File: src/rtl/reg_xfer_seq_pkg.sv
// reg_xfer_seq_pkg: shared op types and per-register half-op decode for the transfer sequencer
package reg_xfer_seq_pkg;
    typedef enum logic [1:0] {REG_OP_NONE = 2'd0, REG_OP_READ = 2'd1, REG_OP_WRITE = 2'd2} reg_op_t;
    typedef enum logic [2:0] {XFER_MOV = 3'd0, XFER_SWAPH = 3'd1, XFER_SAVE = 3'd2, XFER_RESTORE = 3'd3} xfer_op_t;
    typedef enum logic [2:0] {ST_IDLE, ST_STEP1, ST_STEP2, ST_STEP3, ST_ERR} state_t;
    typedef struct packed {
        reg_op_t lo;
        reg_op_t hi;
    } half_ops_t;

    function automatic state_t last_step(xfer_op_t op, logic [2:0] src, logic [2:0] dst);
        return (op == XFER_SWAPH) ? ((src == dst) ? ST_STEP3 : ST_STEP2) : ST_STEP1;
    endfunction

    // WRITE drives a half onto the shared lanes, READ loads from them
    function automatic half_ops_t half_ops(state_t st, xfer_op_t op, logic [2:0] src, logic [2:0] dst,
                                           logic [2:0] r, logic [2:0] scratch);
        half_ops_t h;
        h = '{REG_OP_NONE, REG_OP_NONE};
        if (op == XFER_MOV && st == ST_STEP1) begin
            if (r == src) h = '{REG_OP_WRITE, REG_OP_WRITE};
            else if (r == dst) h = '{REG_OP_READ, REG_OP_READ};
        end else if (op == XFER_SWAPH && src != dst) begin
            if (st == ST_STEP1 && r == src) h.lo = REG_OP_WRITE;
            if (st == ST_STEP1 && r == dst) h.hi = REG_OP_READ;
            if (st == ST_STEP2 && r == src) h.hi = REG_OP_WRITE;
            if (st == ST_STEP2 && r == dst) h.lo = REG_OP_READ;
        end else if (op == XFER_SWAPH) begin
            if (st == ST_STEP1 && r == src) h = '{REG_OP_WRITE, REG_OP_WRITE};
            else if (st == ST_STEP1 && r == scratch) h = '{REG_OP_READ, REG_OP_READ};
            if (st == ST_STEP2 && r == scratch) h.lo = REG_OP_WRITE;
            if (st == ST_STEP2 && r == dst) h.hi = REG_OP_READ;
            if (st == ST_STEP3 && r == scratch) h.hi = REG_OP_WRITE;
            if (st == ST_STEP3 && r == dst) h.lo = REG_OP_READ;
        end
        return h;
    endfunction
endpackage

File: src/rtl/reg_xfer_seq_if.sv
// reg_xfer_seq_if: command handshake and per-register op bus of the transfer sequencer
interface reg_xfer_seq_if import reg_xfer_seq_pkg::*; #(parameter int NUM_REGS = 4);
    logic     cmd_valid;
    logic     cmd_ready;
    xfer_op_t cmd_op;
    logic [2:0] cmd_src;
    logic [2:0] cmd_dst;
    reg_op_t  op_low [NUM_REGS];
    reg_op_t  op_high [NUM_REGS];
    logic     save;
    logic     restore;
    logic     done;
    logic     err;

    modport master (
        output cmd_valid, cmd_op, cmd_src, cmd_dst,
        input  cmd_ready, op_low, op_high, save, restore, done, err
    );
    modport slave (
        input  cmd_valid, cmd_op, cmd_src, cmd_dst,
        output cmd_ready, op_low, op_high, save, restore, done, err
    );
endinterface

File: src/rtl/reg_xfer_seq.sv
// reg_xfer_seq: sequences split-register half ops for MOV, SWAPH, SAVE and RESTORE commands
module reg_xfer_seq import reg_xfer_seq_pkg::*; #(
    parameter int NUM_REGS = 4,
    parameter int SCRATCH  = NUM_REGS - 1
) (
    input logic clk,
    input logic rst_n,
    reg_xfer_seq_if.slave bus
);
    localparam logic [3:0] NR = 4'(NUM_REGS);
    localparam logic [2:0] SC = 3'(SCRATCH);

    state_t     state, state_n;
    xfer_op_t   op_q, op_n;
    logic [2:0] src_q, dst_q, src_n, dst_n;
    logic       accept, illegal;
    half_ops_t  h;
    reg_op_t    low_n [NUM_REGS];
    reg_op_t    high_n [NUM_REGS];

    assign accept  = bus.cmd_valid && bus.cmd_ready;
    assign illegal = bus.cmd_op > XFER_RESTORE
                  || (bus.cmd_op inside {XFER_MOV, XFER_SWAPH}
                      && ({1'b0, bus.cmd_src} >= NR || {1'b0, bus.cmd_dst} >= NR))
                  || (bus.cmd_op == XFER_SWAPH && bus.cmd_src == bus.cmd_dst && bus.cmd_src == SC);

    always_comb begin
        state_n = state;
        op_n    = op_q;
        src_n   = src_q;
        dst_n   = dst_q;
        if (state == ST_IDLE && accept) begin
            op_n    = bus.cmd_op;
            src_n   = bus.cmd_src;
            dst_n   = bus.cmd_dst;
            state_n = illegal ? ST_ERR : ST_STEP1;
        end else if (state inside {ST_STEP1, ST_STEP2, ST_STEP3}) begin
            state_n = (state == last_step(op_q, src_q, dst_q)) ? ST_IDLE
                    : (state == ST_STEP1) ? ST_STEP2 : ST_STEP3;
        end else if (state == ST_ERR) begin
            state_n = ST_IDLE;
        end
    end

    // outputs are precomputed from the next state so they register alongside it
    always_comb begin
        h = '{REG_OP_NONE, REG_OP_NONE};
        for (int i = 0; i < NUM_REGS; i++) begin
            h         = half_ops(state_n, op_n, src_n, dst_n, 3'(i), SC);
            low_n[i]  = h.lo;
            high_n[i] = h.hi;
        end
    end

    always_ff @(posedge clk) begin
        if (!rst_n) begin
            state       <= ST_IDLE;
            op_q        <= XFER_MOV;
            src_q       <= '0;
            dst_q       <= '0;
            bus.cmd_ready <= 1'b0;
            bus.op_low  <= '{default: REG_OP_NONE};
            bus.op_high <= '{default: REG_OP_NONE};
            bus.save    <= 1'b0;
            bus.restore <= 1'b0;
            bus.done    <= 1'b0;
            bus.err     <= 1'b0;
        end else begin
            state       <= state_n;
            op_q        <= op_n;
            src_q       <= src_n;
            dst_q       <= dst_n;
            bus.cmd_ready <= state_n == ST_IDLE;
            bus.op_low  <= low_n;
            bus.op_high <= high_n;
            bus.save    <= state_n == ST_STEP1 && op_n == XFER_SAVE;
            bus.restore <= state_n == ST_STEP1 && op_n == XFER_RESTORE;
            bus.done    <= state_n == last_step(op_n, src_n, dst_n);
            bus.err     <= state_n == ST_ERR;
        end
    end
endmodule
File: src/flat_wrapper.sv
// flat-port wrapper written by rule: the top's interface ports become plain ports
module reg_xfer_seq_flat import reg_xfer_seq_pkg::*;
#(
    parameter int NUM_REGS = 4,
    parameter int SCRATCH  = NUM_REGS - 1
)
  (clk, rst_n, bus_cmd_valid, bus_cmd_op, bus_cmd_src, bus_cmd_dst, bus_cmd_ready, bus_op_low, bus_op_high, bus_save, bus_restore, bus_done, bus_err);
  reg_xfer_seq_if #(.NUM_REGS(NUM_REGS)) bus_i ();
  input logic clk;
  input logic rst_n;
  input wire logic [$bits(bus_i.cmd_valid)-1:0] bus_cmd_valid;
  input wire logic [$bits(bus_i.cmd_op)-1:0] bus_cmd_op;
  input wire logic [$bits(bus_i.cmd_src)-1:0] bus_cmd_src;
  input wire logic [$bits(bus_i.cmd_dst)-1:0] bus_cmd_dst;
  output wire logic [$bits(bus_i.cmd_ready)-1:0] bus_cmd_ready;
  output wire logic [$bits(bus_i.op_low)-1:0] bus_op_low;
  output wire logic [$bits(bus_i.op_high)-1:0] bus_op_high;
  output wire logic [$bits(bus_i.save)-1:0] bus_save;
  output wire logic [$bits(bus_i.restore)-1:0] bus_restore;
  output wire logic [$bits(bus_i.done)-1:0] bus_done;
  output wire logic [$bits(bus_i.err)-1:0] bus_err;
  assign bus_i.cmd_valid = bus_cmd_valid;
  assign bus_i.cmd_op = bus_cmd_op;
  assign bus_i.cmd_src = bus_cmd_src;
  assign bus_i.cmd_dst = bus_cmd_dst;
  assign bus_cmd_ready = bus_i.cmd_ready;
  assign bus_op_low = {>>{bus_i.op_low}};
  assign bus_op_high = {>>{bus_i.op_high}};
  assign bus_save = bus_i.save;
  assign bus_restore = bus_i.restore;
  assign bus_done = bus_i.done;
  assign bus_err = bus_i.err;
  reg_xfer_seq #(.NUM_REGS(NUM_REGS), .SCRATCH(SCRATCH)) u_core (.clk(clk), .rst_n(rst_n), .bus(bus_i));
endmodule
File: config.mk
export PLATFORM = sky130hd
export DESIGN_NAME = reg_xfer_seq_flat
export DESIGN_NICKNAME = d
export VERILOG_FILES = /design/src/rtl/reg_xfer_seq_pkg.sv /design/src/rtl/reg_xfer_seq_if.sv /design/src/rtl/reg_xfer_seq.sv /design/src/flat_wrapper.sv
export SDC_FILE = /design/constraint.sdc
export NUM_CORES = 1
export LEC_CHECK = 0
export BUFFER_PORTS_ARGS = -buffer_cell sky130_fd_sc_hd__buf_2
export CAP_MARGIN = 20
export CORE_UTILIZATION = 50
export DETAILED_ROUTE_END_ITERATION = 12
export GPL_ROUTABILITY_DRIVEN = 0
export HOLD_SLACK_MARGIN = 0.12
export PLACE_DENSITY = 0.73
export SYNTH_ARGS = -nofsm -noshare
export SYNTH_HDL_FRONTEND = slang
export SYNTH_SLANG_ARGS = --single-unit
export TNS_END_PERCENT = 50
File: constraint.sdc
create_clock -name clk -period 2.8 [get_ports clk]
set_clock_uncertainty 0.15 [all_clocks]
set_input_delay 0.14 -clock clk [delete_from_list [all_inputs] [get_ports clk]]
set_output_delay 0.14 -clock clk [all_outputs]
set_load 0.02 [all_outputs]
# Word-level counts from Yosys, hierarchy flattened
# Index checks and enable logic that the tools add are counted.
[totals]
romBits = 0
out_inout_bits = 21
latch_bits = 0
n_memories = 0
regBits = 33
ramBits = 0
wordCells = 150
in_bits = 12
[op_classes]
addsub = 0
n_eq_ne = 26
n_mux = 64
reduce_logical = 40
bitwise = 0
order_cmp = 3
n_div = 0
n_mul = 0
n_shift = 0
[ops]
columns = ["cell", "n"]
rows = [
  ["$mux W4", 20],
  ["$mux W3", 15],
  ["$mux W2", 22],
  ["$logic_and A1 B1 Y1", 29],
  ["$eq A3 B2 Y1 const B", 7],
  ["$logic_not A3 Y1", 6],
  ["$eq A3 B1 Y1 const B", 5],
  ["$eq A3 B3 Y1", 5],
  ["$eq A2 B3 Y1 const A", 4],
  ["$mux W1", 7],
  ["$eq A1 B3 Y1 const A", 2],
  ["$eq A3 B3 Y1 const B", 2],
  ["$ge A3 B3 Y1 const B", 2],
  ["$gt A3 B2 Y1 const B", 1],
  ["$logic_or A1 B1 Y1", 3],
  ["$ne A3 B3 Y1", 1],
  ["$reduce_bool A3 Y1", 1],
  ["$reduce_bool A2 Y1", 1],
]

# Logic depth before layout (Yosys ltp)
# Gate-level depths: netlist (run 1).
[depth]
depth_word = 15
depth_mapped = 9
mapped_depth_nobuf = 8

# Worst setup path after synthesis (run 1)
# OpenSTA, ideal clock, no wires.
[synth_path]
path_kind = "register -> register"
start = "reg u_core.state[0]"
end = "reg u_core.bus.op_low[4]"
slack_ps = 845
t_required_ps = 2521
path_buffers = 2
t_arrival_ps = 1675
stages_incl_launch_ff = 9
setup_time_ps = 129
synth_period_minus_slack_ps = 1955
cell_sequence = "dfxtp_1 buf_6 and3b_1 and2_1 buf_6 mux2_4 and2_1 o21ai_1 a21boi_0"
[synth_via]
elab_chain_len = 11
elab_cells_between_ends = 35
cone_classes = "eq/ne: 12; mux: 15; reduce/logical: 8"
[synth_rtl]
columns = ["element", "line", "source"]
rows = [
  ["start, declared", "reg_xfer_seq.sv:13", "state_t state, state_n;"],
  ["start signal, assigned", "reg_xfer_seq.sv:69", "state <= state_n;"],
  ["$eq A3 B1 Y1", "reg_xfer_seq.sv:37, reg_xfer_seq.sv:39", ""],
  ["$mux W1", "reg_xfer_seq.sv:39", ": (state == ST_STEP1) ? ST_STEP2 : ST_STEP3;"],
  ["$mux W3", "reg_xfer_seq.sv:38", "state_n = (state == last_step(op_q, src_q, dst_q)) ? ST_IDLE"],
  ["$mux W3", "reg_xfer_seq.sv:37", "end else if (state inside {ST_STEP1, ST_STEP2, ST_STEP3}) begin"],
  ["$mux W3", "reg_xfer_seq.sv:32", "if (state == ST_IDLE && accept) begin"],
  ["$eq A3 B2 Y1", "n/a", ""],
  ["$logic_and A1 B1 Y1", "reg_xfer_seq_pkg.sv:34", "if (st == ST_STEP3 && r == dst) h.lo = REG_OP_READ;"],
  ["$mux W2", "reg_xfer_seq_pkg.sv:34", ""],
  ["$mux W4", "reg_xfer_seq_pkg.sv:28", "end else if (op == XFER_SWAPH) begin"],
  ["$mux W4", "reg_xfer_seq_pkg.sv:23", "end else if (op == XFER_SWAPH && src != dst) begin"],
  ["$mux W4 *", "reg_xfer_seq_pkg.sv:20", "if (op == XFER_MOV && st == ST_STEP1) begin"],
  ["end signal, assigned", "reg_xfer_seq.sv:74", "bus.op_low <= low_n;"],
  ["end, declared", "reg_xfer_seq_if.sv:21", "output cmd_ready, op_low, op_high, save, restore, done, err"],
]
# Mark *: on every way between the ends. The rest lies on a longest branch, timed or not.
# A chain may end at the register's enable or synchronous reset.

# Final worst setup path (run 1)
[layout_path]
start = "in bus_cmd_dst[2]"
end = "reg u_core.bus.save"
[layout_via]
elab_chain_len = 9
elab_cells_between_ends = 12
cone_classes = "order compare: 1; eq/ne: 2; mux: 2; reduce/logical: 7"
[layout_rtl]
columns = ["element", "line", "source"]
rows = [
  ["start, declared", "flat_wrapper.sv:14", "input wire logic [$bits(bus_i.cmd_dst)-1:0] bus_cmd_dst;"],
  ["$ge A3 B3 Y1", "reg_xfer_seq.sv:24", "&& ({1'b0, bus.cmd_src} >= NR || {1'b0, bus.cmd_dst} >= NR))"],
  ["$logic_or A1 B1 Y1", "reg_xfer_seq.sv:24", ""],
  ["$logic_and A1 B1 Y1", "reg_xfer_seq.sv:24", ""],
  ["$logic_or A1 B1 Y1", "reg_xfer_seq.sv:23", "|| (bus.cmd_op inside {XFER_MOV, XFER_SWAPH}"],
  ["$logic_or A1 B1 Y1 *", "reg_xfer_seq.sv:25", "|| (bus.cmd_op == XFER_SWAPH && bus.cmd_src == bus.cmd_dst && bus.cmd_src == SC);"],
  ["$mux W3 *", "reg_xfer_seq.sv:36", "state_n = illegal ? ST_ERR : ST_STEP1;"],
  ["$mux W3 *", "reg_xfer_seq.sv:32", ""],
  ["$eq A3 B1 Y1 *", "reg_xfer_seq.sv:76", "bus.save <= state_n == ST_STEP1 && op_n == XFER_SAVE;"],
  ["$logic_and A1 B1 Y1 *", "reg_xfer_seq.sv:76", ""],
  ["end signal, assigned", "reg_xfer_seq.sv:64", "bus.save <= 1'b0;"],
  ["end signal, assigned", "reg_xfer_seq.sv:76", ""],
  ["end, declared", "reg_xfer_seq_if.sv:21", ""],
]
# Marks and branches as above.

==> results of run 1 <==
-- per-stage QoR --
| stage | cells | cell area, um^2 | total power, mW | util [%] | setup WS, ns |
|---|---|---|---|---|---|
| after floorplan | 204 | 1712 | 0.6580 | - | 0.8455 |
| after global placement | 273 | 1892 | 0.7058 | 60.00 | 0.4967 |
| after detailed placement | 273 | 1892 | 0.7068 | 60.00 | 0.4565 |
| after CTS | 293 | 2067 | 0.9799 | 65.56 | 0.3065 |
| after global routing | 293 | 2067 | 1.026 | 65.56 | 0.1222 |
| final | 293 | 2067 | 0.9753 | 65.56 | 0.2679 |
-- cell usage after synthesis (2+ instances only) --
library cell,instances
dfxtp_1,33
nor3_1,6
nand2b_1,3
o31ai_1,4
nand3_1,5
xor2_1,3
a211oi_1,6
clkbuf_1,3
nand3b_1,3
nor4_1,5
buf_6,2
nand4_1,2
nand2_1,28
and2_1,4
mux2i_1,3
nor2_1,19
xnor2_1,6
a21boi_0,2
or3_1,6
a21oi_1,12
a31oi_1,3
inv_1,4
o21ai_0,7
buf_2,3
-- final cells by class --
type | instances | area [um^2]
Tap cell | 44 | 55.05
Timing Repair Buffer | 47 | 302.8
Sequential cell | 33 | 660.6
Clock buffer | 5 | 37.54
Fill cell | 288 | 1086
Multi-Input combinational cell | 156 | 974.7
Inverter | 5 | 18.77
Clock inverter | 3 | 17.52
-- routing by layer --
| layer | wire length, um | up-vias |
|---|---|---|
| met1 | 1962 | 739 |
| met3 | 218 | 6 |
| met5 | 0 | - |
| met2 | 1867 | 46 |
| li1 | - | 831 |
| met4 | 63 | 0 |
-- power by group through the flow --
stage	registers, mW	logic [mW]	clock network, mW
after floorplan	0.511	0.147	0
after global placement	0.511	0.194	0
after detailed placement	0.512	0.194	0
after CTS	0.501	0.207	0.271
after global routing	0.504	0.228	0.295
final	0.502	0.209	0.264
-- layout by cell type, fill, tap and decap left out, types with 4 or more instances in the layout --
| cell type | netlist | layout |
|---|---|---|
| nor2_1 | 19 | 19 |
| and2_1 | 4 | 4 |
| a21oi_1 | 12 | 12 |
| inv_1 | 4 | 4 |
| buf_2 | 3 | 32 |
| nor3_1 | 6 | 6 |
| o31ai_1 | 4 | 4 |
| nand2_1 | 28 | 28 |
| dlygate4sd3_1 | 0 | 12 |
| or3_1 | 6 | 6 |
| nand3_1 | 5 | 5 |
| o21ai_0 | 7 | 7 |
| dfxtp_1 | 33 | 33 |
| xnor2_1 | 6 | 6 |
| clkbuf_4 | 0 | 5 |
| a211oi_1 | 6 | 6 |
| nor4_1 | 5 | 5 |
-- critical path, stage by stage --
cell	delay, ns
dlygate4sd3_1	0.52
buf_2	0.17
inv_1	0.06
ha_1	0.28
nand2b_1	0.17
nor4_1	0.41
nor2_1	0.18
nand2_1	0.09
nor2_1	0.04
dlygate4sd3_1	0.55
-- state kept, by name, indices dropped and copies added (netlist names) --
register              count
u_core.src_q              3
u_core.state              3
u_core.bus.restore        1
u_core.op_q               3
u_core.bus.done           1
u_core.bus.op_high        8
u_core.bus.err            1
u_core.bus.cmd_ready      1
u_core.bus.op_low         8
u_core.bus.save           1
u_core.dst_q              3
-- timing repair --
action,CTS,global route
setup endpoints to repair,0,0
endpoints found under the hold margin,24,0
hold buffers,12,0
-- logic make-up (layout without fill, tap and decap cells) --
family / Yosys count / in the layout / synth area share (%)
xor gates and xnor gates: 9 / 9 / 4.606
and+or+nand+nor: 93 / 93 / 28.66
AOI/OAI and AO/OA: 48 / 48 / 19.66
adders and majority gates: 1 / 1 / 0.7309
DFF: 33 / 33 / 38.60
buffers and inverters: 15 / 60 / 4.458
muxes: 5 / 5 / 3.289
-- worst max path at each step --
stage | to | slack [ns] | cells after the start
global route | u_core.bus.save | 0.12 | 7
global placement | u_core.bus.op_low[7] | 0.50 | 6
floorplan | u_core.bus.op_low[4] | 0.85 | 8
CTS | u_core.bus.save | 0.31 | 8
detailed placement | u_core.bus.op_low[4] | 0.46 | 6
finish | u_core.bus.save | 0.27 | 10
==> impl_metrics.json, run 1 <==
{
  "grt_pass1_vias": 1407,
  "drv_slew": 0,
  "yosysTopAreaCell": "dfxtp_1",
  "worstPathArrival_ns": 2.62,
  "gr-total-overflow": 0,
  "die_w_um": 60.51,
  "met1_usage_pct": 33.51,
  "tightestPinTransition_ns": 0.5642,
  "clock_latency_ns": 0.35,
  "crit_type": "input pin to flip-flop",
  "grt-busiest-layer": "met2",
  "antenna_found_initial": 0,
  "ys_top_cells_by_area": "dfxtp_1 (39%), nand2_1 (6.1%), nor2_1 (4.2%)",
  "power_frac_clock_pct": 27.1,
  "core_mm2": 0.003153,
  "synth_edf_count": 0,
  "switching_share_pct": 32.29,
  "synth_flop_cell": "dfxtp_1",
  "period_needed_ns": 2.532,
  "max-clock-path-buffers": 2,
  "grtUsageMet2_pct": 39.72,
  "drv_cap": 0,
  "p_comb_share_pct": 21.4,
  "setup_viol": 0,
  "cts_tree": "yes",
  "postCtsSetupBuffers": 0,
  "r2r-start": "u_core.state[0]",
  "crit_start": "bus_cmd_dst[2]",
  "antennaDiodeCount": 0,
  "synth_cells": 204,
  "htree_levels": 2,
  "cts_resized": 0,
  "final-hold-violation-count": 0,
  "whs_path_depth": 2,
  "ys_ff_latch": 33,
  "slew_headroom_pct": 62.04,
  "port_buffers": 32,
  "end_kind": "flip-flop",
  "synth_area_mm2": 0.001712,
  "use_met3_pct": 5.117,
  "cp-start-kind": "input pin",
  "worstHoldStart": "u_core.op_q[2]",
  "power_density_mw_per_mm2": 471.8,
  "r2r_setup_slack_ns": 0.28,
  "yosysSeqAreaShare_pct": 38.60,
  "cts_root_buf": "clkbuf_4",
  "num_vias": 1622,
  "drtIter0Drc": 72,
  "min_path_type": "flip-flop to flip-flop",
  "syn-num-nets": 217,
  "layout-drive-gt1-share_pct": 21.69,
  "p_int_mw": 0.6604,
  "final_nets": 261,
  "area_growth_pct": 20.76,
  "cts.sinks": 33,
  "seq_power_share_pct": 51.5,
  "final.setup.tns_ns": 0,
  "viasPerCell": 5.536,
  "synth_top_area_share_pct": 38.60,
  "avgSynthCellArea_um2": 8.390,
  "clkTransAtPathRegs_ns": 0.10,
  "status": "completed",
  "drc": 0,
  "initial_core_util_pct": 54.29,
  "die_y_um": 60.51,
  "rsz0062_at_grt": "no",
  "ir_drop_mv": 0.3094,
  "hold_end": "u_core.op_q[2]",
  "max_freq_mhz": 394.9,
  "cp_max_fo": 6,
  "grt_pass1_wl_um": 6651,
  "grt_usage_pct": 25.04,
  "p_leak_nw": 0.8621,
  "synthDistinctLibCells": 56,
  "place_hpwl_um": 3060,
  "whs_ns": 0.3345,
  "drtPass1Iterations": 5,
  "grt_max_degree": 17,
  "timing.rr.end": "u_core.bus.save",
  "synthArstFlopShare_pct": 0,
  "ios": 33,
  "reg2regPathDepth": 7,
  "p_sw_mw": 0.3149,
  "die_area_mm2": 0.003661,
  "cp_data_required_time_ns": 2.89,
  "drt_wl_total_um": 4112,
  "wire_per_inst_um": 14.03,
  "post-route-period-util_pct": 90.43,
  "yosysWarnings": 0,
  "tritoncts.num_buffers": 5,
  "postRouteAntennaNets": 0,
  "num_rows": 20
}
Power figures use the tool's default switching activity.
==> inputs of run 2 (changes only) <==
--- a/config.mk
+++ b/config.mk
@@ -12,6 +12,7 @@
 export GPL_ROUTABILITY_DRIVEN = 0
 export HOLD_SLACK_MARGIN = 0.12
 export PLACE_DENSITY = 0.73
+export RECOVER_POWER = 25
 export SYNTH_ARGS = -nofsm -noshare
 export SYNTH_HDL_FRONTEND = slang
 export SYNTH_SLANG_ARGS = --single-unit
==> run 2 against run 1 <==
Total power about the same. Via count fell by 0.31%. Clock-buffer cell count is the same. Register-to-register slack worse by 0.02 ns. Sequential share of layout area rose by 0.25 points. Final cell count stayed put. Clock power hardly changed. Non-clock buffer count stayed put. Setup slack got worse by 0.0098 ns. Combinational power barely moved. Die area did not move. Critical path type is now flip-flop to flip-flop. Critical endpoint unchanged.
==> impl_metrics.json, run 2 (synthesis results as in run 1) <==
{
  "status": "completed",
  "htree_levels": 2,
  "setup_slack_ns": 0.2581,
  "grt_max_degree": 17,
  "r2r-start": "u_core.state[0]",
  "rsz0062_at_grt": "no",
  "place_hpwl_um": 3060,
  "r2r_setup_slack_ns": 0.26,
  "wire_per_inst_um": 14.10,
  "clkTransAtPathRegs_ns": 0.10,
  "layout-drive-gt1-share_pct": 16.47,
  "max-clock-path-buffers": 2,
  "cp_data_required_time_ns": 2.94,
  "preCtsSetupSlack_ns": 0.4565,
  "viasPerCell": 5.519,
  "p_leak_nw": 0.8051,
  "grt_pass1_wl_um": 6651,
  "worstPathArrival_ns": 2.68,
  "drt_wl_total_um": 4131,
  "timing.rr.end": "u_core.bus.save",
  "slew_headroom_pct": 61.17,
  "area_growth_pct": 19.81,
  "core_mm2": 0.003153,
  "tightestPinTransition_ns": 0.5771,
  "num_vias": 1617,
  "drc": 0,
  "antennaDiodeCount": 0,
  "ios": 33,
  "grt_usage_pct": 25.04,
  "crit_type": "flip-flop to flip-flop",
  "worstHoldStart": "u_core.op_q[2]",
  "hold_end": "u_core.op_q[2]",
  "final.setup.tns_ns": 0,
  "drv_slew": 0,
  "whs_path_depth": 2,
  "drv_cap": 0,
  "die_w_um": 60.51,
  "seqCellArea_um2": 660.6,
  "min_path_type": "flip-flop to flip-flop",
  "gr-total-overflow": 0,
  "cts_tree": "yes",
  "port_buffers": 32,
  "layout_commonest_cell": "dfxtp_1",
  "cp_max_fo": 11,
  "grt_pass1_vias": 1407,
  "die_y_um": 60.51,
  "reg2regPathDepth": 8,
  "antenna_found_initial": 0,
  "top_regs": "u_core.bus.op_high (8), u_core.bus.op_low (8)",
  "end_kind": "flip-flop",
  "ir_drop_mv": 0.3093,
  "max_freq_mhz": 393.4,
  "cts_root_buf": "clkbuf_4",
  "post-route-period-util_pct": 90.78,
  "setup_viol": 0,
  "multiInputGateArea_um2": 974.7,
  "postCtsSetupBuffers": 0,
  "final-hold-violation-count": 0,
  "die_area_mm2": 0.003661,
  "cp-start-kind": "flip-flop",
  "clock_latency_ns": 0.35,
  "layout_common_cells": "dfxtp_1 (33), nand2_1 (28), nor2_1 (19), buf_2 (19), clkbuf_1 (13)",
  "final_core_util_pct": 65.04,
  "initial_core_util_pct": 54.29,
  "power_mw": 0.9749,
  "cts.sinks": 33,
  "final_nets": 261,
  "num_rows": 20,
  "drtIter0Drc": 72,
  "period_needed_ns": 2.542,
  "power_density_mw_per_mm2": 475.4,
  "tritoncts.num_buffers": 5,
  "n_fill_cell": 295,
  "postRouteAntennaNets": 0,
  "drtPass1Iterations": 4
}
run 2: area by class of cell:
class	count	area share, %
clock buffer	5	1.830
clock inverter	3	0.8542
inverter	5	0.9152
multi-input combinational	156	47.53
sequential	33	32.21
tap	44	2.685
timing repair buffer	47	13.97
run 2: worst max path at each step:
stage	start	endpoint	slack, ns	depth (start not counted)
after global placement	u_core.state[0]	u_core.bus.op_low[7]	0.50	6
after global routing	u_core.state[0]	u_core.bus.save	0.12	7
after CTS	u_core.state[0]	u_core.bus.save	0.31	8
final	u_core.state[0]	u_core.bus.save	0.26	8
after detailed placement	u_core.state[0]	u_core.bus.op_low[4]	0.46	6
after floorplan	u_core.state[0]	u_core.bus.op_low[4]	0.85	8
run 2: stage by stage:
stage	hold WS, ns	cells	cell area [um^2]
finish	0.3345	293	2051
global route	0.3739	293	2051
CTS	0.3272	293	2067
detailed placement	0.2910	273	1892
global placement	0.2879	273	1892
floorplan	0.1117	204	1712
run 2: repair_timing:
item	CTS	global route
endpoints found under the hold margin	24	0
resized for setup	0	0
endpoints found under the setup margin	0	0
hold buffers	12	0
run 2: power breakdown:
part	internal (mW)	total [mW]	switching, mW
logic	0.0811	0.208	0.127
registers	0.484	0.502	0.0182
clock network	0.0945	0.265	0.170
total	0.660	0.975	0.315
run 2: critical path, stage by stage (launching register included):
cell	delay, ns
dfxtp_1	0.49
and3b_1	0.25
nand2_1	0.33
buf_4	0.26
nand2_1	0.06
a21oi_1	0.22
nand2_1	0.08
nor2_1	0.09
dlygate4sd3_1	0.55
run 2: layer usage:
layer  track usage (%)  up-vias  wire (um)
met5                 0        -          0
met1             33.51      738       2025
met2             39.72       44       1849
met4             9.740        0         63
li1                  -      829          -
met3             5.117        6        192
